`src/rtl/alu_seq_pkg.sv`:
```
// Shared types and constants for the ALU operand sequencer.
// The signature output is built only when ALU_SEQ_SIGNATURE_EN is defined.
package alu_seq_pkg;

   typedef enum logic [1:0] {
      StIdle    = 2'd0,
      StSettle  = 2'd1,
      StPresent = 2'd2,
      StFinish  = 2'd3
   } seq_state_e;

   localparam int unsigned DefWidth = 4;
   localparam int unsigned DefOpw   = 4;
   localparam int unsigned SIG_W    = 16;

   function automatic logic [SIG_W-1:0] sig_rotl(input logic [SIG_W-1:0] s);
      return {s[SIG_W-2:0], s[SIG_W-1]};
   endfunction

endpackage

```
`src/rtl/alu_seq_counter.sv`:
```
// Mixed-radix {a, b, op} sweep counter: op is the fastest digit, a the slowest.
module alu_seq_counter
   import alu_seq_pkg::*;
#(
   parameter int unsigned WIDTH = DefWidth,
   parameter int unsigned OPW   = DefOpw
) (
   input  logic             clk_i,
   input  logic             rst_ni,
   input  logic             clear_i,
   input  logic             advance_i,
   output logic [WIDTH-1:0] a_o,
   output logic [WIDTH-1:0] b_o,
   output logic [OPW-1:0]   op_o,
   output logic             last_o
);

   logic [WIDTH-1:0] a_q, a_d;
   logic [WIDTH-1:0] b_q, b_d;
   logic [OPW-1:0]   op_q, op_d;

   always_comb begin
      a_d  = a_q;
      b_d  = b_q;
      op_d = op_q;
      if (clear_i) begin
         a_d  = '0;
         b_d  = '0;
         op_d = '0;
      end else if (advance_i) begin
         op_d = op_q + 1'b1;
         // Each digit wraps all-ones -> 0 and carries into the next one.
         if (&op_q) begin
            b_d = b_q + 1'b1;
            if (&b_q) begin
               a_d = a_q + 1'b1;
            end
         end
      end
   end

   always_ff @(posedge clk_i or negedge rst_ni) begin
      if (!rst_ni) begin
         a_q  <= '0;
         b_q  <= '0;
         op_q <= '0;
      end else begin
         a_q  <= a_d;
         b_q  <= b_d;
         op_q <= op_d;
      end
   end

   assign a_o    = a_q;
   assign b_o    = b_q;
   assign op_o   = op_q;
   assign last_o = (&a_q) & (&b_q) & (&op_q);

endmodule

```
`src/rtl/alu_op_sequencer.sv`:
```
// Sweeps every {a, b, op} vector through an external ALU and presents each captured
// result on a valid/ready port. Define ALU_SEQ_SIGNATURE_EN to add the 16-bit `sig` output.
module alu_op_sequencer
   import alu_seq_pkg::*;
#(
   parameter int unsigned WIDTH   = DefWidth,
   parameter int unsigned OPW     = DefOpw,
   parameter int unsigned ALU_LAT = 1
) (
   input  logic             clk,
   input  logic             rst_n,
   input  logic             start,
   input  logic             abort,
   output logic [WIDTH-1:0] alu_a,
   output logic [WIDTH-1:0] alu_b,
   output logic [OPW-1:0]   alu_op,
   input  logic [WIDTH-1:0] alu_x,
   input  logic [WIDTH-1:0] alu_y,
   output logic             res_valid,
   input  logic             res_ready,
   output logic [WIDTH-1:0] res_a,
   output logic [WIDTH-1:0] res_b,
   output logic [OPW-1:0]   res_op,
   output logic [WIDTH-1:0] res_x,
   output logic [WIDTH-1:0] res_y,
   output logic             busy,
`ifdef ALU_SEQ_SIGNATURE_EN
   output logic [SIG_W-1:0] sig,
`endif
   output logic             done
);

   localparam int unsigned SettleW = (ALU_LAT > 0) ? $clog2(ALU_LAT + 1) : 1;

   seq_state_e       state_q, state_d;
   logic [SettleW-1:0] settle_q, settle_d;
   logic             res_valid_q, res_valid_d;
   logic [WIDTH-1:0] res_a_q, res_a_d;
   logic [WIDTH-1:0] res_b_q, res_b_d;
   logic [OPW-1:0]   res_op_q, res_op_d;
   logic [WIDTH-1:0] res_x_q, res_x_d;
   logic [WIDTH-1:0] res_y_q, res_y_d;

   logic cnt_clear, cnt_advance, cnt_last;
   logic handshake;

   alu_seq_counter #(
      .WIDTH (WIDTH),
      .OPW   (OPW)
   ) u_counter (
      .clk_i     (clk),
      .rst_ni    (rst_n),
      .clear_i   (cnt_clear),
      .advance_i (cnt_advance),
      .a_o       (alu_a),
      .b_o       (alu_b),
      .op_o      (alu_op),
      .last_o    (cnt_last)
   );

   assign handshake = res_valid_q & res_ready;

   always_comb begin
      state_d     = state_q;
      settle_d    = settle_q;
      res_valid_d = res_valid_q;
      res_a_d     = res_a_q;
      res_b_d     = res_b_q;
      res_op_d    = res_op_q;
      res_x_d     = res_x_q;
      res_y_d     = res_y_q;
      cnt_clear   = 1'b0;
      cnt_advance = 1'b0;

      if (abort && (state_q != StIdle)) begin
         // Abort outranks capture and handshake; the operand counter simply holds.
         state_d     = StIdle;
         settle_d    = '0;
         res_valid_d = 1'b0;
      end else begin
         case (state_q)
            StIdle: begin
               if (start && !abort) begin
                  state_d   = StSettle;
                  settle_d  = '0;
                  cnt_clear = 1'b1;
               end
            end
            StSettle: begin
               if (settle_q == SettleW'(ALU_LAT)) begin
                  res_a_d     = alu_a;
                  res_b_d     = alu_b;
                  res_op_d    = alu_op;
                  res_x_d     = alu_x;
                  res_y_d     = alu_y;
                  res_valid_d = 1'b1;
                  settle_d    = '0;
                  state_d     = StPresent;
               end else begin
                  settle_d = settle_q + 1'b1;
               end
            end
            StPresent: begin
               if (handshake) begin
                  res_valid_d = 1'b0;
                  if (cnt_last) begin
                     state_d = StFinish;
                  end else begin
                     cnt_advance = 1'b1;
                     state_d     = StSettle;
                  end
               end
            end
            StFinish: begin
               state_d = StIdle;
            end
            default: begin
               state_d = StIdle;
            end
         endcase
      end
   end

   always_ff @(posedge clk or negedge rst_n) begin
      if (!rst_n) begin
         state_q     <= StIdle;
         settle_q    <= '0;
         res_valid_q <= 1'b0;
         res_a_q     <= '0;
         res_b_q     <= '0;
         res_op_q    <= '0;
         res_x_q     <= '0;
         res_y_q     <= '0;
      end else begin
         state_q     <= state_d;
         settle_q    <= settle_d;
         res_valid_q <= res_valid_d;
         res_a_q     <= res_a_d;
         res_b_q     <= res_b_d;
         res_op_q    <= res_op_d;
         res_x_q     <= res_x_d;
         res_y_q     <= res_y_d;
      end
   end

`ifdef ALU_SEQ_SIGNATURE_EN
   logic [SIG_W-1:0] sig_q, sig_d;
   logic [SIG_W-1:0] sig_mix;

   always_comb begin
      // {res_x, res_y} zero-extended into the signature width.
      sig_mix = SIG_W'({res_x_q, res_y_q});
      sig_d   = sig_q;
      if (cnt_clear) begin
         sig_d = '0;
      end else if ((state_q == StPresent) && handshake && !abort) begin
         sig_d = sig_rotl(sig_q) ^ sig_mix;
      end
   end

   always_ff @(posedge clk or negedge rst_n) begin
      if (!rst_n) begin
         sig_q <= '0;
      end else begin
         sig_q <= sig_d;
      end
   end

   assign sig = sig_q;
`endif

   assign res_valid = res_valid_q;
   assign res_a     = res_a_q;
   assign res_b     = res_b_q;
   assign res_op    = res_op_q;
   assign res_x     = res_x_q;
   assign res_y     = res_y_q;
   assign busy      = (state_q != StIdle);
   assign done      = (state_q == StFinish);

endmodule

```
`config.mk`:
```
export PLATFORM = sky130hd
export DESIGN_NAME = alu_op_sequencer
export DESIGN_NICKNAME = d
export VERILOG_FILES = /design/src/rtl/alu_seq_pkg.sv /design/src/rtl/alu_seq_counter.sv /design/src/rtl/alu_op_sequencer.sv
export SDC_FILE = /design/constraint.sdc
export NUM_CORES = 1
export LEC_CHECK = 0
export CORE_MARGIN = 2
export CORE_UTILIZATION = 50
export CTS_CLUSTER_DIAMETER = 60
export DETAILED_ROUTE_END_ITERATION = 12
export GPL_ROUTABILITY_DRIVEN = 0
export HOLD_SLACK_MARGIN = 0.1
export PLACE_DENSITY = 0.95
export SYNTH_ARGS = -nofsm -noshare
export SYNTH_HDL_FRONTEND = slang
export SYNTH_SLANG_ARGS = --single-unit
```
`constraint.sdc`:
```
create_clock -name clk -period 4.2 [get_ports clk]
set_input_delay 0.42 -clock clk [delete_from_list [all_inputs] [get_ports clk]]
set_output_delay 0.42 -clock clk [all_outputs]
set_load 0.005 [all_outputs]
```
=== After elaboration in Yosys (flattened, before gate mapping) ===
Cells that the tools add are included.

* Register bits: 36
* Latch bits: 0
* Bits in writable memories: 0
* ROM bits: 0
* Output and inout port bits: 35
* Word-level logic and storage cells: 74
* Memories: 0

* $add $sub $neg: 4
* Multipliers: 0
* Div/mod/pow operators: 0
* $lt $le $gt $ge: 0
* Equality and inequality tests: 6
* Shift operators: 0
* Mux-type cells: 30
* Bitwise operators: 4
* Reduce and logical (&&, ||, !) cells: 19

{| class="wikitable"
|+ Operators with widths
! operator !! number
|-
| two-way mux 4 bit || 9
|-
| two-way mux 1 bit || 13
|-
| adder 4 x 1 -> 4 bit, second input constant || 3
|-
| AND reduction 3 bit || 4
|-
| AND reduction 4 bit || 3
|-
| two-way mux 2 bit || 5
|-
| inequality test 3 bit, second input constant || 3
|-
| one-hot mux 2 bit (4 select lines) || 1
|-
| nonzero test 2 bit || 4
|-
| nonzero test 3 bit || 2
|-
| equality test 2 bit, second input constant || 2
|-
| one-hot mux 1 bit (2 select lines) || 2
|-
| AND reduction 2 bit || 2
|-
| bitwise AND 1 bit || 3
|-
| equality test 2 x 1 -> 1 bit, second input constant || 1
|-
| logical AND 1 bit || 2
|-
| zero test 2 bit || 1
|-
| adder 1 bit, second input constant || 1
|-
| zero test 1 bit || 1
|-
| inverter 1 bit || 1
|}

=== Longest topological paths before layout ===
Gate-level depths: netlist of the first run.

* Word-level depth: 9
* Mapped depth: 6
* Depth with buffers taken out: 5

=== Cells and area by module ===
Synthesis of the first run repeated with hierarchy kept, for this count alone.

* Cells, all modules: 133
* Area, all modules: 1707.9 um^2

{| class="wikitable"
|+ By module, submodules not included
! module !! instances !! cells an instance !! area each (um^2) !! seq. area each (um^2)
|-
| alu_op_sequencer || 1 || 71 || 1087.3 || 600.6
|-
| alu_seq_counter || 1 || 62 || 620.6 || 300.3
|}

=== Worst setup path before layout of the first run ===
OpenSTA, ideal clock, no wires.

* Path kind: input-to-reg
* From: in abort
* To: reg u_counter.a_q[3], in the netlist u_counter.a_o[3]
* Library setup time: 0.078 ns
* Arrival time: 1.832 ns
* Setup slack: 2.290 ns
* Stages on the path: 4
* Path through: or3b_4 or4_4 or3_1 a21oi_1

* Longest elaborated chain between the ends: 7

{| class="wikitable"
|+ RTL lines
! element !! RTL line !! source
|-
| start: declaration || alu_op_sequencer.sv:13 || <nowiki>input logic abort,</nowiki>
|-
| zero test 1 bit || alu_op_sequencer.sv:83 || <nowiki>if (start && !abort) begin</nowiki>
|-
| logical AND 1 bit || alu_op_sequencer.sv:83 ||
|-
| two-way mux 1 bit || alu_op_sequencer.sv:83 ||
|-
| two-way mux 1 bit || alu_op_sequencer.sv:81 || <nowiki>case (state_q)</nowiki>
|-
| two-way mux 1 bit || alu_op_sequencer.sv:75 || <nowiki>if (abort && (state_q != StIdle)) begin</nowiki>
|-
| nonzero test 2 bit (no line) || -- ||
|-
| AND reduction 3 bit (no line) || -- ||
|-
| end signal: assignment || alu_seq_counter.sv:44 || <nowiki>a_q <= '0;</nowiki>
|-
| end signal: assignment || alu_seq_counter.sv:48 || <nowiki>a_q <= a_d;</nowiki>
|-
| end: declaration || alu_seq_counter.sv:18 || <nowiki>logic [WIDTH-1:0] a_q, a_d;</nowiki>
|}

Parallel ways exist; a longest one is shown, timed or not.
A chain may end at the register's enable or synchronous reset.

=== Worst setup path after layout of the first run ===
* From: in abort
* To: reg u_counter.a_q[2], in the netlist u_counter.a_o[2]

The elaborated chain is that of the path after synthesis.

==> results of run 1 <==
[cell families after synthesis]
group | count (synthesis) | synth area share
AOI/OAI and AO/OA | 25 | 0.0924
adders and majority gates | 3 | 0.0227
buffers and inverters | 8 | 0.0182
DFF | 36 | 0.545
muxes | 24 | 0.161
and+or+nand+nor | 47 | 0.161
[sequential cells by signal, indices dropped and copies added (netlist names)]
register and flops:
u_counter.op_o 4, res_b 4, res_a 4, state_q 2, res_y 4, settle_q 1
res_x 4, res_valid 1, u_counter.b_o 4, u_counter.a_o 4, res_op 4
[per-stage QoR]
stage / instance area [sq um] / power, mW / util
after floorplan: 1650 / 0.501 / -
after CTS: 2270 / 0.901 / 0.731
final: 2270 / 0.894 / 0.731
after global routing: 2270 / 0.937 / 0.731
after detailed placement: 2170 / 0.628 / 0.700
after global placement: 2170 / 0.620 / 0.700
[worst max path at each step]
stage,from,endpoint,slack (ps),cells past startpoint
floorplan,abort,u_counter.a_o[3]$_DFFE_PN0P_,2290,4
global placement,abort,u_counter.a_o[3]$_DFFE_PN0P_,1690,5
detailed placement,abort,u_counter.a_o[2]$_DFFE_PN0P_,1600,5
CTS,abort,u_counter.a_o[2]$_DFFE_PN0P_,1980,5
global route,abort,u_counter.a_o[2]$_DFFE_PN0P_,1840,5
finish,abort,u_counter.a_o[2]$_DFFE_PN0P_,1940,5
[layout by cell type (no fill, tap or decap), types with 2 or more instances in the layout]
cell type	n
o31ai_1	3
nand2_1	6
clkdlybuf4s50_1	47
clkbuf_8	2
clkbuf_4	5
a21oi_1	8
nor3_1	4
nand3b_1	3
buf_4	3
or2_2	2
nand3_1	9
mux2_2	20
and3_1	2
dfrtp_1	36
ha_1	3
o21ai_0	7
mux2i_1	4
nand2b_1	4
or3_1	3
nor2_1	7
[worst max-delay path, delay by kind of cell]
| family | cells | cell delay (ps) |
|---|---|---|
| AOI/OAI and AO/OA | 2 | 500 |
| buffers and inverters | 1 | 520 |
| and+or+nand+nor | 2 | 1030 |
[power by group through the flow]
| stage | Clock [mW] | Combinational [mW] | Sequential (mW) |
|---|---|---|---|
| 2_1_floorplan | 0 | 0.0723 | 0.429 |
| 3_3_place_gp | 0 | 0.191 | 0.429 |
| 3_5_place_dp | 0 | 0.195 | 0.432 |
| 4_1_cts | 0.278 | 0.197 | 0.426 |
| 5_1_grt | 0.291 | 0.212 | 0.435 |
| 6_report | 0.274 | 0.195 | 0.425 |
[routing by layer]
metal	wire length [um]	share of wire	vias to the layer above	GRT usage
met5	0	0	-	0
met4	40	0.011	0	0.0729
met3	233	0.062	5	0.0756
met2	1960	0.52	47	0.378
met1	1510	0.40	637	0.259
li1	-	-	618	-
[final cells by class]
cell class	count	share of cell area
flip-flops and latches	36	0.397
repair buffers	50	0.217
clock buffers	7	0.0287
clock inverters	1	0.0132
multi-input cells	99	0.318
inverters	1	0.00165
well taps	44	0.0243
==> reports/metrics.csv, run 1 <==
stage,metric,value,unit
global_route,vias in the first global route,1326,
critical_path,kind of critical path,input pin to flip-flop,
drt,vias,1307,
synth,"EDFF count, synth",0,
sta,post-route clock period utilization,0.538,
drt,Post-Route WL,3.74,mm
sta,Worst slew margin,0.470,
critical_path,"Data arrival, critical path",2480,ps
floorplan,I/O pin count,48,
synth,Yosys top cell area share,0.545,
floorplan,Core Rows,20,
clock_network,CTS Root Buffer Type,clkbuf_4,
power,maximum vdd drop,0.366,mV
global_route,initial antenna violation count,0,
sta,final hold viol count,0,
flow_run,Max Cap Viol,0,
power,Gate power share,0.218,
critical_path,worst r2r dst,u_counter.a_o[2]$_DFFE_PN0P_,
sta,Least-Margin Pin Slew,789,ps
synth,synthesized area,1650,sq um
floorplan,Starting Density,0.532,
floorplan,Chip Width,61.5,um
power,Switching Fraction,0.237,
sta,worst clock skew,13.2,ps
critical_path,Required @ worst endpoint,4420,ps
floorplan,Die Ht,61.5,um
sta,Final Setup Violations,0,
synth,Yosys top cell by area,dfrtp_1,
critical_path,crit path capture type,flip-flop,
clock_network,worst-skew pair later-pin latency,350,ps
synth,syn_nets,159,
synth,"Primary FF master, synth",dfrtp_1,
drt,Vias/cell,5.49,
global_route,largest net degree at the start of global routing,37,
synth,synthesized instance count,143,
clock_network,maximum clock path buffer count,2,
clock_network,TritonCTS Sinks,36,
sta,achievable frequency,443,MHz
global_route,gr ovfl total,0,
sta,setup TNS,0,ps
clock_network,post-cts resize count,0,
clock_network,postcts setup bufs,0,
final_layout,ant diodes,0,
critical_path,Critical Path Slowest Stage Cell,or4_4,
synth,"FF+latch count, synth",36,
final_layout,filler cell count,224,
floorplan,Die ar.,3780,sq um
power,Leak,0.997,nW
synth,top post-synthesis cells by area,"dfrtp_1 (55%), mux2_2 (14%), nand3_1 (2.7%), a21oi_1 (2.4%), mux2i_1 (2.4%)",
power,Int Power,0.682,mW
power,Power per Cell Area,394,nW/um^2
placement,IO Port Bufs,47,
sta,Final Max Slew Viols,0,
final_layout,Nets,209,
sta,RSZ-0062 raised after global routing,false,
placement,post-DP HPWL,2.67,mm
drt,Iteration-0 DRC Markers,77,
synth,Yosys cell types,32,
synth,ys async rst share,1.00,
critical_path,CP Launch Type,input pin,
floorplan,core region area,3100,sq um
synth,syn avg cell area,11.5,sq um
drt,DRC,0,
clock_network,H-tree levels,2,
sta,hold_ws,472,ps
clock_network,clock-pin slew of the registers on the worst-case setup and hold paths,110,ps
final_layout,layout overhead on the synthesized area,37.3,%
critical_path,FF-to-FF setup slack,2030,ps
drt,drt pass-1 iters,4,
final_layout,layout cells sized above 1,0.186,
final_layout,fin cells,238,
global_route,first-pass GRT wire length,5.98,mm
drt,Final ANT Viol Nets,0,
power,Clk pwr share,0.306,
placement,pre-CTS setup slack,1600,ps
drt,drt wl/cell,15.7,um
synth,total number of yosys warnings,0,
critical_path,R2R depth,4,
power,sequential fraction of design power,0.476,
synth,sequential share of the synthesized area,0.545,
sta,crit path time final,2260,ps
synth,"top cells by count, synth","dfrtp_1 (36), mux2_2 (20), nand3_1 (9), a21oi_1 (8)",
clock_network,CTS hold repair buffers,0,
global_route,GRT Overall Usage,0.220,
final_layout,Multi-input gate area,721,sq um
power,Sw Pwr,0.211,mW
critical_path,"critical path, cell by cell","clkdlybuf4s50_1, or3b_4, or4_4, o311ai_0, o41ai_1",
critical_path,"Max FO, Critical Path",8,
synth,most numerous cell in the Yosys netlist,dfrtp_1,
min_path,Worst Hold Class,input pin to async pin,
clock_network,Num CTS Buffers,5,
critical_path,CP max stage delay,560,ps
final_layout,Register Area,901,sq um
placement,dpl cells,230,
clock_network,CTS tree,yes,
sta,final worst setup slack,1940,ps
run_status,status,"finished, final reports clean",
critical_path,Reg-to-Reg Start,state_q[1]$_DFFE_PN0P_,
No activity file was read; power rests on OpenSTA's default activity.
==> run 2, diff against run 1 <==
--- a/config.mk
+++ b/config.mk
@@ -6,12 +6,12 @@
 export NUM_CORES = 1
 export LEC_CHECK = 0
 export CORE_MARGIN = 2
-export CORE_UTILIZATION = 50
+export CORE_UTILIZATION = 47
 export CTS_CLUSTER_DIAMETER = 60
 export DETAILED_ROUTE_END_ITERATION = 12
 export GPL_ROUTABILITY_DRIVEN = 0
 export HOLD_SLACK_MARGIN = 0.1
-export PLACE_DENSITY = 0.95
+export PLACE_DENSITY = 0.9
 export SYNTH_ARGS = -nofsm -noshare
 export SYNTH_HDL_FRONTEND = slang
 export SYNTH_SLANG_ARGS = --single-unit
==> constraint.sdc (replaced) <==
create_clock -name clk -period 2.2 [get_ports clk]
set_input_delay 0.22 -clock clk [delete_from_list [all_inputs] [get_ports clk]]
set_output_delay 0.22 -clock clk [all_outputs]
set_load 0.005 [all_outputs]
==> reports/metrics.csv, run 2 (synthesis gave the netlist of run 1 again) <==
stage,metric,value,unit,change
run_status,status,"finished, final reports clean",,
drt,vias,1353,,+3.5%
drt,Final ANT Viol Nets,0,,unchanged
clock_network,TritonCTS Sinks,36,,unchanged
power,Leak,1.01,nW,+1.3%
clock_network,postcts setup bufs,0,,unchanged
clock_network,clock-pin slew of the registers on the worst-case setup and hold paths,100,ps,about the same
sta,hold_ws,276,ps,-196 ps
floorplan,core region area,3360,sq um,+8.4%
sta,post-route clock period utilization,0.876,,
power,Int Power,1.13,mW,+66%
critical_path,kind of critical path,flip-flop to flip-flop,,
drt,Iteration-0 DRC Markers,67,,-13%
clock_network,post-cts resize count,0,,unchanged
critical_path,"critical path, cell by cell","ha_1, nand3_1, or4_4, or3_1, a21oi_1",,
clock_network,maximum clock path buffer count,2,,unchanged
clock_network,Num CTS Buffers,5,,unchanged
flow_run,Max Cap Viol,0,,unchanged
power,Switching Fraction,0.260,,+0.0236
final_layout,Nets,216,,+3.3%
sta,final worst setup slack,273,ps,-1670 ps
sta,crit path time final,1930,ps,
critical_path,Critical Path Slowest Stage Cell,or4_4,,
critical_path,CP Launch Type,flip-flop,,
floorplan,Die ar.,4000,sq um,+6.0%
placement,IO Port Bufs,47,,unchanged
global_route,vias in the first global route,1384,,+4.4%
sta,final hold viol count,0,,unchanged
final_layout,layout cells sized above 1,0.205,,+0.0194
critical_path,"Data arrival, critical path",2200,ps,-280 ps
critical_path,R2R depth,5,,+1
clock_network,worst-skew pair later-pin latency,350,ps,about the same
clock_network,CTS hold repair buffers,0,,unchanged
sta,Final Setup Violations,0,,unchanged
sta,Worst slew margin,0.710,,+0.241
critical_path,Required @ worst endpoint,2480,ps,-1940 ps
min_path,Worst Hold Class,input pin to async pin,,
global_route,first-pass GRT wire length,6.41,mm,+7.3%
final_layout,filler cell count,267,,+19%
sta,achievable frequency,519,MHz,
sta,Final Max Slew Viols,0,,unchanged
critical_path,Bufs and invs on worst path,0,,-1
power,Design Power,1.53,mW,+71%
sta,worst clock skew,7.51,ps,-5.73 ps
clock_network,H-tree levels,2,,unchanged
power,Gate power share,0.264,,+0.046
drt,Post-Route WL,3.83,mm,+2.4%
floorplan,Die Ht,63.3,um,+2.9%
drt,Vias/cell,5.50,,+0.15%
drt,DRC,0,,unchanged
power,Clk pwr share,0.212,,-0.094
floorplan,Starting Density,0.491,,-0.0412
drt,drt pass-1 iters,4,,unchanged
power,Power per Cell Area,670,nW/um^2,+70%
clock_network,CTS Root Buffer Type,clkbuf_4,,
floorplan,I/O pin count,48,,unchanged
final_layout,layout overhead on the synthesized area,38.5,%,
global_route,largest net degree at the start of global routing,37,,unchanged
global_route,initial antenna violation count,0,,unchanged
critical_path,FF-to-FF setup slack,270,ps,-1760 ps
critical_path,"Max FO, Critical Path",7,,-1
critical_path,CP top delay family,simple AND/OR/NAND/NOR gates,,
final_layout,most frequent cells in the layout,"clkdlybuf4s50_1 (47), dfrtp_1 (36), mux2_2 (20)",,
final_layout,ant diodes,0,,unchanged
global_route,gr ovfl total,0,,unchanged
critical_path,CP max stage delay,540,ps,-20 ps
drt,drt wl/cell,15.6,um,-0.90%
sta,RSZ-0062 raised after global routing,false,,
critical_path,Critical Path Stages,5,,unchanged
power,maximum vdd drop,0.486,mV,+33%
global_route,GRT Overall Usage,0.207,,-0.0137
final_layout,"most common cell after layout, fill and taps aside",clkdlybuf4s50_1,,
placement,post-DP HPWL,2.74,mm,+2.5%
floorplan,Core Rows,21,,+5.0%
floorplan,Chip Width,63.3,um,+2.9%
clock_network,CTS tree,yes,,
power,sequential fraction of design power,0.523,,+0.047
placement,pre-CTS setup slack,-2.19,ps,-1600 ps
sta,Least-Margin Pin Slew,434,ps,-355 ps
power,Sw Pwr,0.399,mW,+89%
critical_path,crit path capture type,flip-flop,,
## run 2: changes by cell type in the layout (fill, tap and decap cells not counted), sizes merged
cell    delta
clkbuf     -1
clkinv     +1
buf        +7
bufinv     -1
## run 2: path summary, 6_finish.rpt
path	start	end
max	u_counter.op_o[0]$_DFFE_PN0P_	u_counter.a_o[3]$_DFFE_PN0P_
min	rst_n	res_a[1]$_DFFE_PN0P_
max reg2reg	u_counter.op_o[0]$_DFFE_PN0P_	u_counter.a_o[3]$_DFFE_PN0P_
min reg2reg	res_x[3]$_DFFE_PN0P_	res_x[3]$_DFFE_PN0P_
max in group asynchronous	rst_n	res_valid$_DFFE_PN0P_
min in group clk	alu_x[2]	res_x[2]$_DFFE_PN0P_
## run 2: routing by layer
layer  share of wire  up-vias  track usage  wire [um]
li1                -      634            -          -
met1            0.45      672        0.272       1720
met2            0.49       39        0.323       1880
met3           0.043        8       0.0607        163
met4           0.018        0       0.0815         70
met5               0        -            0          0
## run 2: final cells by class
class / instances / area (sq um) / area share
clock buffer: 6 / 41.3 / 0.0181
clock inverter: 1 / 5.00 / 0.00219
inverter: 1 / 3.75 / 0.00164
multi-input combinational: 99 / 721 / 0.315
sequential: 36 / 901 / 0.394
tap: 46 / 57.6 / 0.0252
timing repair buffer: 57 / 558 / 0.244
## run 2: stage by stage
stage                     setup TNS [ps]  cell area (sq um)  cells   util
final                                  0               2290    246  0.680
after global routing                   0               2290    246  0.680
after CTS                              0               2290    246  0.680
after detailed placement           -2.19               2240    239  0.666
after global placement                 0               2240    239  0.666
after floorplan                        0               1650    143      -
## run 2: power groups by stage
stage	Sequential [mW]	Combinational, mW	Clock (mW)
3_3_place_gp	0.809	0.391	0
2_1_floorplan	0.819	0.138	0
6_report	0.802	0.405	0.325
5_1_grt	0.816	0.438	0.357
3_5_place_dp	0.817	0.408	0
4_1_cts	0.803	0.411	0.327
==> run 3, diff against run 2 <==
==> constraint.sdc (replaced) <==
create_clock -name clk -period 1.8 [get_ports clk]
set_input_delay 0.18 -clock clk [delete_from_list [all_inputs] [get_ports clk]]
set_output_delay 0.18 -clock clk [all_outputs]
set_load 0.005 [all_outputs]
==> reports/metrics.csv, run 3 (synthesis gave the netlist of run 1 again) <==
stage,metric,value,unit,change
clock_network,worst-skew pair later-pin latency,340,ps,about the same
power,Power per Cell Area,852,nW/um^2,+27%
critical_path,CP Capture Point,u_counter.a_o[3]$_DFFE_PN0P_,,
sta,Final Max Slew Viols,0,,unchanged
drt,drt wl/cell,16.3,um,+5.0%
sta,achievable frequency,544,MHz,+4.8%
floorplan,Die ar.,4000,sq um,unchanged
floorplan,Core Rows,21,,unchanged
clock_network,CTS Root Buffer Type,clkbuf_4,,
global_route,gr ovfl total,0,,unchanged
floorplan,I/O pin count,48,,unchanged
run_status,failing checks,setup timing,,
clock_network,CTS tree,yes,,
drt,vias,1404,,+3.8%
clock_network,CTS hold repair buffers,0,,unchanged
global_route,initial antenna violation count,0,,unchanged
floorplan,core region area,3360,sq um,unchanged
sta,final worst setup slack,-39.0,ps,-312 ps
final_layout,Final Util,0.740,,+0.0603
sta,RSZ-0062 raised after global routing,true,,
sta,worst clock skew,8.65,ps,+1.13 ps
placement,IO Port Bufs,47,,unchanged
global_route,largest net degree at the start of global routing,37,,unchanged
floorplan,Starting Density,0.491,,unchanged
critical_path,FF-to-FF setup slack,-40,ps,-310 ps
sta,Worst slew margin,0.695,,-0.0159
global_route,vias in the first global route,1508,,+9.0%
critical_path,R2R depth,4,,-1
drt,Post-Route WL,4.25,mm,+11%
critical_path,Reg-to-Reg Start,state_q[0]$_DFFE_PN0P_,,
run_status,status,"finished, violations left",,
drt,Iteration-0 DRC Markers,102,,+52%
sta,hold_ws,228,ps,-48.1 ps
critical_path,"Data arrival, critical path",2110,ps,-90 ps
sta,Least-Margin Pin Slew,452,ps,+17.4 ps
final_layout,ant diodes,0,,unchanged
final_layout,layout cells sized above 1,0.299,,+0.0941
critical_path,"Max FO, Critical Path",6,,-1
critical_path,CP Launch Type,flip-flop,,
global_route,first-pass GRT wire length,7.23,mm,+13%
drt,Final ANT Viol Nets,0,,unchanged
min_path,Worst Hold Class,input pin to async pin,,
global_route,GRT Overall Usage,0.234,,+0.0270
clock_network,TritonCTS Sinks,36,,unchanged
flow_run,Max Cap Viol,0,,unchanged
sta,post-route clock period utilization,1.02,,+0.146
sta,crit path time final,1840,ps,-88.1 ps
final_layout,most frequent cells in the layout,"clkdlybuf4s50_1 (46), dfrtp_1 (36), buf_4 (23)",,
floorplan,Die Ht,63.3,um,unchanged
final_layout,layout overhead on the synthesized area,50.8,%,
critical_path,kind of critical path,flip-flop to flip-flop,,
final_layout,"most common cell after layout, fill and taps aside",clkdlybuf4s50_1,,
sta,Final Setup Violations,2,,+2
critical_path,CP Launch Point,state_q[0]$_DFFE_PN0P_,,
sta,final hold viol count,0,,unchanged
critical_path,worst r2r dst,u_counter.a_o[3]$_DFFE_PN0P_,,
drt,drt pass-1 iters,4,,unchanged
clock_network,Num CTS Buffers,5,,unchanged
critical_path,Required @ worst endpoint,2080,ps,-400 ps
clock_network,clock-pin slew of the registers on the worst-case setup and hold paths,110,ps,about the same
drt,DRC,0,,unchanged
final_layout,Nets,229,,+6.0%
drt,Vias/cell,5.40,,-1.8%
placement,post-DP HPWL,3.08,mm,+12%
floorplan,Chip Width,63.3,um,unchanged
critical_path,crit path capture type,flip-flop,,
clock_network,maximum clock path buffer count,2,,unchanged
clock_network,H-tree levels,2,,unchanged
power,Leak,1.10,nW,+9.4%
power,maximum vdd drop,0.802,mV,+65%
==> run 3: cell count changes in the layout (fill, tap and decap cells not counted), moves of 2 or more <==
cell	before	now
clkbuf_8	0	2
buf_4	9	23
nand3_1	9	7
ha_1	3	1
==> run 3: timing repair <==
action                                  in CTS  in global routing
endpoints found under the setup margin       4                  6
pin swaps                                    1                  2
setup buffers                                1                  0
gates resized for setup                      4                  7
==> run 3: layer usage <==
| metal | vias up | global-route usage | routed length (um) |
|---|---|---|---|
| met4 | 0 | 0.0842 | 79 |
| met5 | - | 0 | 0 |
| met1 | 686 | 0.280 | 1680 |
| met3 | 8 | 0.0625 | 224 |
| met2 | 49 | 0.404 | 2260 |
| li1 | 661 | - | - |
==> run 3: how the worst min path moves through the flow <==
stage	slack (ps)	cells past startpoint	to
floorplan	-120	0	res_a[0]$_DFFE_PN0P_
global placement	490	1	res_x[3]$_DFFE_PN0P_
detailed placement	490	1	res_a[0]$_DFFE_PN0P_
CTS	240	2	res_a[2]$_DFFE_PN0P_
global route	270	2	res_a[1]$_DFFE_PN0P_
finish	230	2	res_a[2]$_DFFE_PN0P_
==> run 3: per-stage QoR <==
step | setup slack [ps] | cell area (sq um) | instances | setup TNS (ps) | total power, mW
final | -39.0 | 2490 | 260 | -54.1 | 2.12
after global routing | -102 | 2490 | 260 | -250 | 2.22
after floorplan | 17.6 | 1680 | 143 | 0 | 1.17
after detailed placement | -346 | 2340 | 251 | -4760 | 1.50
after global placement | -240 | 2340 | 251 | -3580 | 1.47
after CTS | -30.1 | 2450 | 260 | -41.4 | 2.14
==> run 3: layout make-up <==
type,count,area [sq um]
Sequential cell,36,901
Multi-Input combinational cell,99,791
Fill cell,245,873
Clock buffer,7,65.1
Clock inverter,1,30.0
Tap cell,46,57.6
Timing Repair Buffer,70,642
Inverter,1,3.75
==> run 3: critical path, cell delays in order (launching register included) <==
cell,delay [ps]
dfrtp_1,400
or3b_4,380
or4_4,460
or3_1,380
a21oi_1,150
==> run 3: report_power, final <==
group          switching (mW)  leakage, nW  internal, mW
registers              0.0662        0.487         0.918
clock network           0.266       0.0515         0.369
logic                   0.177        0.566         0.326
